[config.mk]
export PLATFORM = sky130hd
export DESIGN_NAME = spi_slave
export DESIGN_NICKNAME = d
export VERILOG_FILES = /design/src/rtl/spi_pkg.sv /design/src/rtl/spi_slave.sv
export SDC_FILE = /design/constraint.sdc
export NUM_CORES = 1
export LEC_CHECK = 0
export CELL_PAD_IN_SITES_DETAIL_PLACEMENT = 1
export CELL_PAD_IN_SITES_GLOBAL_PLACEMENT = 1
export CORE_MARGIN = 10
export CORE_UTILIZATION = 45
export CTS_BUF_LIST = sky130_fd_sc_hd__clkbuf_4
export CTS_CLUSTER_SIZE = 24
export DETAILED_ROUTE_END_ITERATION = 16
export PLACE_DENSITY = 0.93
export SLEW_MARGIN = 10
export SYNTH_ARGS = -nofsm -noshare
export SYNTH_HDL_FRONTEND = slang
export SYNTH_SLANG_ARGS = --single-unit
[constraint.sdc]
create_clock -name clk -period 3.7 [get_ports clk]
set_input_delay 0.555 -clock clk [delete_from_list [all_inputs] [get_ports clk]]
set_output_delay 0.555 -clock clk [all_outputs]
set_load 0.02 [all_outputs]
[src/rtl/spi_pkg.sv]
// Shared types and constants for the SPI slave: FSM state encoding,
// frame command codes and the default RAM byte width.
package spi_pkg;

   localparam int SPI_DATA_W = 8;

   typedef enum logic [2:0] {
      ST_IDLE    = 3'd0,
      ST_RECEIVE = 3'd1,
      ST_WAIT_TX = 3'd2,
      ST_SEND    = 3'd3,
      ST_DONE    = 3'd4
   } state_t;

   localparam logic [1:0] CMD_WR_ADDR = 2'b00;
   localparam logic [1:0] CMD_WR_DATA = 2'b01;
   localparam logic [1:0] CMD_RD_ADDR = 2'b10;
   localparam logic [1:0] CMD_RD_DATA = 2'b11;

endpackage

[src/rtl/spi_slave.sv]
// SPI slave bridging a serial master to a RAM frame interface (clk is the bit clock).
// Optional macro SPI_RD_ORDER_EN: read-data frames are accepted only after a read-address frame.
module spi_slave
   import spi_pkg::*;
#(
   parameter int DATA_W = SPI_DATA_W
) (
   input  logic              clk,
   input  logic              rst_n,
   input  logic              SS_n,
   input  logic              MOSI,
   output logic              MISO,
   output logic [DATA_W+1:0] rx_data,
   output logic              rx_valid,
   input  logic [DATA_W-1:0] tx_data,
   input  logic              tx_valid,
   output logic [2:0]        o_state
);

   localparam int CNT_W = $clog2(DATA_W + 2);
   localparam logic [CNT_W-1:0] LAST_RX = CNT_W'(DATA_W + 1);
   localparam logic [CNT_W-1:0] LAST_TX = CNT_W'(DATA_W - 1);

   state_t              r_state;
   logic [CNT_W-1:0]    r_cnt;
   logic [DATA_W:0]     r_shift;
   logic [DATA_W+1:0]   r_rx_data;
   logic                r_rx_valid;
   logic [DATA_W-1:0]   r_tx_byte;

   logic [DATA_W+1:0]   w_frame;
   logic [1:0]          w_cmd;
   logic                w_accept;

   // The final sample is taken straight from MOSI so the frame is complete on its last edge.
   assign w_frame = {r_shift, MOSI};
   assign w_cmd   = w_frame[DATA_W+1:DATA_W];

`ifdef SPI_RD_ORDER_EN
   logic r_rd_flag;
   assign w_accept = !((w_cmd == CMD_RD_DATA) && !r_rd_flag);
`else
   assign w_accept = 1'b1;
`endif

   always_ff @(posedge clk or negedge rst_n) begin
      if (!rst_n) begin
         r_state    <= ST_IDLE;
         r_cnt      <= '0;
         r_shift    <= '0;
         r_rx_data  <= '0;
         r_rx_valid <= 1'b0;
         r_tx_byte  <= '0;
`ifdef SPI_RD_ORDER_EN
         r_rd_flag  <= 1'b0;
`endif
      end else begin
         r_rx_valid <= 1'b0;
         if ((r_state != ST_IDLE) && SS_n) begin
            r_state <= ST_IDLE;
            r_cnt   <= '0;
         end else begin
            case (r_state)
               ST_IDLE: begin
                  if (!SS_n) begin
                     r_state <= ST_RECEIVE;
                     r_cnt   <= '0;
                  end
               end
               ST_RECEIVE: begin
                  r_shift <= {r_shift[DATA_W-1:0], MOSI};
                  if (r_cnt == LAST_RX) begin
                     r_cnt <= '0;
                     if (w_accept) begin
                        r_rx_data  <= w_frame;
                        r_rx_valid <= 1'b1;
                     end
                     if (w_accept && (w_cmd == CMD_RD_DATA)) r_state <= ST_WAIT_TX;
                     else                                    r_state <= ST_DONE;
`ifdef SPI_RD_ORDER_EN
                     if (w_cmd == CMD_RD_ADDR)      r_rd_flag <= 1'b1;
                     else if (w_cmd == CMD_RD_DATA) r_rd_flag <= 1'b0;
`endif
                  end else begin
                     r_cnt <= r_cnt + 1'b1;
                  end
               end
               ST_WAIT_TX: begin
                  if (tx_valid) begin
                     r_tx_byte <= tx_data;
                     r_cnt     <= '0;
                     r_state   <= ST_SEND;
                  end
               end
               ST_SEND: begin
                  r_tx_byte <= {r_tx_byte[DATA_W-2:0], 1'b0};
                  if (r_cnt == LAST_TX) begin
                     r_cnt   <= '0;
                     r_state <= ST_DONE;
                  end else begin
                     r_cnt <= r_cnt + 1'b1;
                  end
               end
               ST_DONE: ;
               default: r_state <= ST_IDLE;
            endcase
         end
      end
   end

   // MISO is the MSB of the shifting byte, gated so it is 0 outside SEND.
   assign MISO     = (r_state == ST_SEND) & r_tx_byte[DATA_W-1];
   assign rx_data  = r_rx_data;
   assign rx_valid = r_rx_valid;
   assign o_state  = r_state;

endmodule

=== Yosys cells after proc, flatten, opt, wreduce, memory -nomap -nowiden ===
Index checks and enable logic that the tools add are counted.

* Register bits: 35
* Bits in latches: 0
* Memory bits (writable): 0
* Memory bits (read-only): 0
* Input bits: 13
* Output and inout bits: 15
* Logic and storage cells: 50
* Memories: 0

* Add/sub/neg operators: 1
* Multipliers: 0
* Divide/modulo/power cells: 0
* $lt $le $gt $ge: 0
* Equality and inequality tests: 13
* Shift-type cells: 0
* Muxes and demuxes: 18
* Bitwise gates (word level): 2
* Reductions and logical operators: 10

{| class="wikitable"
|+ Operators by type and width
! kind !! count
|-
| 4-bit two-way mux || 5
|-
| 3-bit two-way mux || 6
|-
| 4-bit one-hot mux with 4 select lines || 1
|-
| 8-bit one-hot mux with 2 select lines || 1
|-
| 3-bit one-hot mux with 5 select lines || 1
|-
| 3-bit != test (second input constant) || 4
|-
| 3-bit AND reduction || 3
|-
| 8-bit two-way mux || 1
|-
| 3-bit by 2-bit equality test with 1-bit output (second input constant) || 2
|-
| 5-bit AND reduction || 1
|-
| 5-bit nonzero test || 1
|-
| 4-bit by 1-bit adder with 4-bit output (second input constant) || 1
|-
| 4-bit by 3-bit equality test with 1-bit output (second input constant) || 1
|-
| 4-bit equality test (second input constant) || 1
|-
| 2-bit != test (second input constant) || 2
|-
| 3-bit by 1-bit equality test with 1-bit output (second input constant) || 1
|-
| 3-bit equality test (second input constant) || 1
|-
| 3-bit zero test || 1
|-
| 1-bit two-way mux || 3
|-
| 3-bit nonzero test || 1
|-
| 2-bit equality test (second input constant) || 1
|-
| 2-bit AND reduction || 1
|-
| 2-bit nonzero test || 1
|-
| 1-bit bitwise AND || 1
|-
| 2 further kinds || 2
|}

=== Depth between registers and ports, before layout ===
Gate-level depths: netlist of run 1.

* Word-level depth: 5
* Gate-level depth with buffers: 5
* Depth with buffers taken out: 5

=== Worst setup path before layout of run 1 ===
OpenSTA, ideal clock, no wires.

* Kind: input to register
* Start: input port SS_n
* End: register r_rx_data[0], in the netlist rx_data[0]
* Setup time: 0.125 ns
* Data arrival time: 1.924 ns
* Data required time: 3.575 ns
* Path slack: 1.651 ns
* Stages: 5
* Path buffers: 2
* Cells stage by stage: buf_2 -> nor4b_4 -> and4b_4 -> buf_12 -> mux2_4

* Word-level cells in the longest chain between the ends: 3

{| class="wikitable"
|+ RTL lines
! what !! RTL line !! text
|-
| from (decl) || spi_slave.sv:10 || <nowiki>input logic SS_n,</nowiki>
|-
| 1-bit logical AND || spi_slave.sv:59 || <nowiki>if ((r_state != ST_IDLE) && SS_n) begin</nowiki>
|-
| 1-bit inverter (no source line) || -- ||
|-
| 3-bit AND reduction (no source line) || -- ||
|-
| to (signal assigned) || spi_slave.sv:75 || <nowiki>r_rx_data <= w_frame;</nowiki>
|-
| to (decl) || spi_slave.sv:27 || <nowiki>logic [DATA_W+1:0] r_rx_data;</nowiki>
|}

Every way passes these cells.
A chain may end at the register's enable or synchronous reset.

=== Final worst setup path of run 1 ===
* Start: register r_state[1], in the netlist o_state[1]
* End: output port MISO

* Word-level cells in the longest chain between the ends: 2

{| class="wikitable"
|+ RTL lines
! what !! RTL line !! text
|-
| from (decl) || spi_slave.sv:24 || <nowiki>state_t r_state;</nowiki>
|-
| from (signal assigned) || spi_slave.sv:48 || <nowiki>r_state <= ST_IDLE;</nowiki>
|-
| from (signal assigned) || spi_slave.sv:60 || <nowiki>r_state <= ST_IDLE;</nowiki>
|-
| from (signal assigned) || spi_slave.sv:66 || <nowiki>r_state <= ST_RECEIVE;</nowiki>
|-
| 3-bit by 2-bit equality test with 1-bit output || spi_slave.sv:112 || <nowiki>assign MISO = (r_state == ST_SEND) & r_tx_byte[DATA_W-1];</nowiki>
|-
| 1-bit bitwise AND || spi_slave.sv:112 ||
|-
| to (decl) || spi_slave.sv:12 || <nowiki>output logic MISO,</nowiki>
|}

Every way passes these cells.

==> impl_metrics.yaml, run 1 <==
timing:
  rsz0062_at_grt: "no"
  min_period_over_period_pct: 75.3
  hold_viol: 0
  setup_tns_ns: 0
  fin_skew_ns: 0.00915
  max_freq_mhz: 359
  setup_viol: 0
  drv_slew: 0
  maxSlewHeadroom_pct: 53.7
  fin_crit_ns: 2.79
  worst_pin_slew_ns: 0.692
clocking:
  cts_setup_buffers: 0
  cts_inserted_buffers: 5
  hold_buffers: 0
  clkLatencyLatePin_ns: 0.34
  clkTransAtPathRegs_ns: 0.11
  cts_max_level: 2
  clock-sinks: 35
  ctsRootBufferMaster: "clkbuf_4"
  clock_path_buffers: 2
  cts_resized: 0
  tritoncts: "built"
setup_path:
  crit_type: "register to output pin"
  required_ns: 3.14
  cp_max_fo: 12
  worstSetupEndpointType: "output pin"
  cp_slowest_cell: "clkdlybuf4s50_1"
  path_buf_inv: 1
  cpPeakStageDelay_ns: 0.64
  cp.arrival_ns: 2.23
  path_cells: "nand3b_1 > nor2_1 > clkdlybuf4s50_1"
  cpLargestDelayFamily: "buffers and inverters"
  crit_path_start_kind: "register"
detailed_routing:
  dr.pass1.iters: 4
  wirelength_mm: 3.39
  drcViolationCount: 0
  drt_iter0_markers: 52
  vias: 1004
  ant_nets: 0
  wire_per_inst_um: 17.9
  via_per_inst: 5.31
finish:
  final_cell_mix: "dfrtp_1, clkdlybuf4s50_1, mux2_2"
  finalCoreUtilization_pct: 58.5
  instances_no_fill: 189
  area_growth_pct: 22.1
  regArea_um2: 876
  nets: 157
  layout-drive-gt1-share_pct: 29.4
  multiInputGateArea_um2: 701
  num_antenna_cells: 0
  final_common_cell: "dfrtp_1"
  fillers: 346
power:
  power.density_mw_per_mm2: 408
  leakagePower_nw: 0.895
  ir_worst_vdd_uv: 315
placed_design:
  placed_cells: 181
  port_buffers: 27
  routabilityCongestion: 0.718
  dp_hpwl_mm: 2.43
grt:
  overflow: 0
  antenna_found_initial: 0
  grt_pass1_vias: 1126
  grtUsageTotal_pct: 11.5
  grt_max_degree: 36
  grt_pass1_wl_mm: 5.64
yosys:
  yosysTopAreaCellShare_pct: 53.5
  synth_largest_area_cell: "dfrtp_1"
  ys_seq_area_share_pct: 53.5
  synth_seq_cells: 35
  syn_area_mm2: 0.00164
  synth_cells: 113
  synthTopCellsByArea: "dfrtp_1, mux2_2, mux2_4"
  syn_nets: 128
  ys_types: 32
  ys_warn_count: 0
  syn_avg_cell_area_um2: 14.5
floorplanning:
  rows: 21
  dieArea_mm2: 0.00645
  die_w_um: 80.3
  die_y_um: 80.3
  io_pins: 28
  core_mm2: 0.00342
  start_util_pct: 47.9
hold_path:
  hold_path_class: "register to register"
job:
  max_cap_viol_count: 0
outcome:
  status: "finished clean"
[cells by family (layout without fill, tap and decap cells)]
family	after synthesis	count (layout)	synth area share, %
muxes	35	35	25.8
DFF	35	35	53.5
buffers and inverters	9	39	3.74
xor gates and xnor gates	1	1	0.535
adders and majority gates	2	2	1.53
and+or+nand+nor	23	23	10.9
AOI/OAI and AO/OA	8	8	3.97
[report_power, final]
part | leakage (nW) | total (mW) | switching [mW] | internal [mW]
sequential | 0.457 | 0.463 | 0.0381 | 0.424
combinational | 0.394 | 0.0879 | 0.0331 | 0.0548
clock | 0.0426 | 0.265 | 0.126 | 0.139
[sequential cells by signal (all words and copies together), names as in the netlist]
register   flops
o_state        3
r_cnt          4
r_shift        9
r_tx_byte      8
rx_data       10
rx_valid       1
[worst reg2reg max path, delay by kind of cell (launching register included)]
family | cells | cell delay [ns]
DFF | 1 | 0.55
and+or+nand+nor | 2 | 1.20
muxes | 1 | 0.37
[metrics by stage]
| step | total power [mW] | cell area [µm²] | hold slack [ns] | worst slack (ns) |
|---|---|---|---|---|
| after CTS | 0.826 | 2000 | 0.528 | 0.859 |
| final | 0.815 | 2000 | 0.523 | 0.913 |
| after global routing | 0.856 | 2000 | 0.544 | 0.676 |
| after floorplan | 0.513 | 1640 | 0.259 | 1.65 |
| after global placement | 0.547 | 1920 | 0.485 | 1.02 |
| after detailed placement | 0.559 | 1920 | 0.493 | 0.891 |
[metal layers]
metal / GRT usage [%] / vias to the layer above / wire [µm]
met5: 0 / - / 0
met4: 5.81 / 0 / 51
met3: 4.79 / 5 / 262
met2: 18.9 / 24 / 1640
met1: 12.4 / 502 / 1440
li1: - / 473 / -
[layout make-up]
| class | count | area share (%) |
|---|---|---|
| clock buffer | 5 | 1.88 |
| inverter | 3 | 0.563 |
| multi-input combinational | 69 | 35.0 |
| clock inverter | 3 | 1.94 |
| sequential | 35 | 43.8 |
| timing repair buffer | 28 | 13.9 |
| tap | 46 | 2.88 |
[synthesized netlist by cell type]
library cell / instances
dfrtp_1: 35
mux2_2: 22
mux2_4: 9
mux2i_1: 4
buf_2: 3
inv_1: 3
nor2_1: 3
nor4b_1: 3
ha_1: 2
nand2_1: 2
nand3_1: 2
nand3b_1: 2
nor2b_1: 2
o2bb2ai_1: 2
or3_1: 2
a2111oi_0: 1
a21boi_0: 1
a221o_1: 1
a31o_2: 1
and3b_1: 1
and4b_1: 1
and4b_4: 1
buf_12: 1
buf_6: 1
clkbuf_1: 1
nand4b_1: 1
nand4bb_1: 1
nor3b_1: 1
nor4b_4: 1
o21ai_0: 1
o31ai_1: 1
xor2_1: 1
[path summary, 6_finish.rpt]
| check | start | endpoint | slack [ns] | cells past startpoint |
|---|---|---|---|---|
| setup / recovery | o_state[1]$_DFFE_PN0P_ | MISO | 0.91 | 3 |
| setup reg to reg | o_state[1]$_DFFE_PN0P_ | rx_data[9]$_DFFE_PN0P_ | 1.46 | 3 |
| hold reg to reg | r_tx_byte[2]$_DFFE_PN0P_ | r_tx_byte[2]$_DFFE_PN0P_ | 0.52 | 1 |
| max in group asynchronous | rst_n | r_shift[1]$_DFFE_PN0P_ | 2.78 | 2 |
| min in group asynchronous | rst_n | rx_data[8]$_DFFE_PN0P_ | 0.61 | 2 |
| hold / removal | r_tx_byte[2]$_DFFE_PN0P_ | r_tx_byte[2]$_DFFE_PN0P_ | 0.52 | 1 |
No activity file was read; power rests on OpenSTA's default activity.
==> run 2, diff against run 1 <==
CORE_UTILIZATION = 40   (was 45)
PLACE_DENSITY = 0.88   (was 0.93)
clock period = 2.4 ns   (was 3.7 ns; I/O delays follow)
==> impl_metrics.yaml, run 2 (synthesis gave the netlist of run 1 again) <==
clocking:
  clkLatencyLatePin_ns: 0.35
  clock_path_buffers: 2
  tritoncts: "built"
  ctsRootBufferMaster: "clkbuf_4"
  hold_buffers: 0
  clkTransAtPathRegs_ns: 0.10
  cts_inserted_buffers: 5
  cts_setup_buffers: 0
  clock-sinks: 35
  cts_resized: 0
  cts_max_level: 2
floorplanning:
  die_y_um: 84.0
  core_mm2: 0.00397
  die_w_um: 84.0
  io_pins: 28
  rows: 23
  dieArea_mm2: 0.00705
  start_util_pct: 41.2
timing:
  min_period_over_period_pct: 91.7
  setup_tns_ns: 0
  fin_skew_ns: 0.00722
  drv_slew: 0
  hold_viol: 0
  fin_crit_ns: 2.20
  max_freq_mhz: 454
  rsz0062_at_grt: "no"
  maxSlewHeadroom_pct: 68.1
  worst_pin_slew_ns: 0.472
  setup_viol: 0
detailed_routing:
  vias: 1020
  wirelength_mm: 3.48
  dr.pass1.iters: 4
  wire_per_inst_um: 17.8
  ant_nets: 0
  via_per_inst: 5.23
  drcViolationCount: 0
  drt_iter0_markers: 57
finish:
  largest_reg_flops: 10
  layout-drive-gt1-share_pct: 31.0
  finalCoreUtilization_pct: 50.4
  final_cell_mix: "dfrtp_1, clkdlybuf4s50_1, mux2_2"
  area_growth_pct: 22.2
  final_common_cell: "dfrtp_1"
  nets: 159
  num_antenna_cells: 0
  fillers: 410
grt:
  overflow: 0
  grt_pass1_vias: 1126
  grtUsageTotal_pct: 10.3
  grt_pass1_wl_mm: 5.78
  antenna_found_initial: 0
  grt_max_degree: 36
placed_design:
  port_buffers: 27
  routabilityCongestion: 0.752
  dp_hpwl_mm: 2.49
setup_path:
  required_ns: 2.04
  cp_max_fo: 12
  crit_path_start_kind: "register"
  rr_endpoint: "rx_data[9]$_DFFE_PN0P_"
  regToRegStartpoint: "o_state[1]$_DFFE_PN0P_"
  worstSetupEndpointType: "output pin"
  crit_type: "register to output pin"
  rrSetupSlack_ns: 0.63
  r2r_cells: 3
  cp.arrival_ns: 1.84
power:
  p_comb_share_pct: 11.5
  p_clk_share_pct: 28.3
  swShare_pct: 25.9
  leakagePower_nw: 0.897
  power.density_mw_per_mm2: 592
  ir_worst_vdd_uv: 386
  p_seq_share_pct: 60.2
  power.net_switching_uw: 307
  p_int_uw: 877
job:
  max_cap_viol_count: 0
hold_path:
  hold_path_class: "primary input to async pin"
outcome:
  status: "finished clean"
[run 2: cell types whose count changed in the layout (fill, tap and decap cells not counted)]
| cell | change |
|---|---|
| bufinv_16 | -1 |
| clkbuf_4 | +2 |
| clkinv_1 | -1 |
| buf_4 | +2 |
[run 2: metal layers]
| metal | vias to the layer above | GRT usage (%) | part of all wire [%] |
|---|---|---|---|
| met2 | 26 | 16.3 | 48 |
| met4 | 0 | 5.02 | 1.8 |
| met1 | 516 | 10.9 | 43 |
| met3 | 5 | 5.37 | 7.0 |
| met5 | - | 0 | 0 |
| li1 | 473 | - | - |
[run 2: per-stage QoR]
stage                     total power, mW  worst slack (ns)  instance area, µm²  std cells  hold WS, ns
after floorplan                     0.791             0.401                1640        113       0.0644
after global placement              0.843             0.297                1940        187        0.487
after detailed placement            0.861             0.227                1940        187        0.493
after CTS                            1.20             0.165                2000        195        0.420
after global routing                 1.24            0.0729                2000        195        0.443
final                                1.18             0.200                2000        195        0.410
[run 2: how the worst max path moves through the flow]
stage | from | to | slack [ns]
after floorplan | o_state[2]$_DFFE_PN0P_ | rx_data[0]$_DFFE_PN0P_ | 0.40
after global placement | SS_n | rx_data[9]$_DFFE_PN0P_ | 0.30
after detailed placement | SS_n | rx_data[9]$_DFFE_PN0P_ | 0.23
after CTS | o_state[1]$_DFFE_PN0P_ | MISO | 0.16
after global routing | o_state[1]$_DFFE_PN0P_ | MISO | 0.07
final | o_state[1]$_DFFE_PN0P_ | MISO | 0.20
[run 2: worst max-delay path, stage by stage, from the launching register on]
cell and delay, ns:
dfrtp_1 0.61, nand3b_1 0.15, nor2_1 0.12, clkdlybuf4s50_1 0.62
[run 2: cell type report]
type / count / area, µm² / area share (%)
Clock inverter: 1 / 5.00 / 0.250
Tap cell: 50 / 62.6 / 3.13
Timing Repair Buffer: 30 / 293 / 14.6
Sequential cell: 35 / 876 / 43.8
Multi-Input combinational cell: 69 / 701 / 35.0
Clock buffer: 7 / 52.6 / 2.63
Inverter: 3 / 11.3 / 0.563
[run 2: power groups by stage]
stage	Combinational, mW	Clock, mW	Sequential (mW)
floorplan	0.0890	0	0.702
global placement	0.130	0	0.714
detailed placement	0.138	0	0.722
CTS	0.139	0.349	0.712
global route	0.153	0.368	0.721
finish	0.136	0.335	0.713
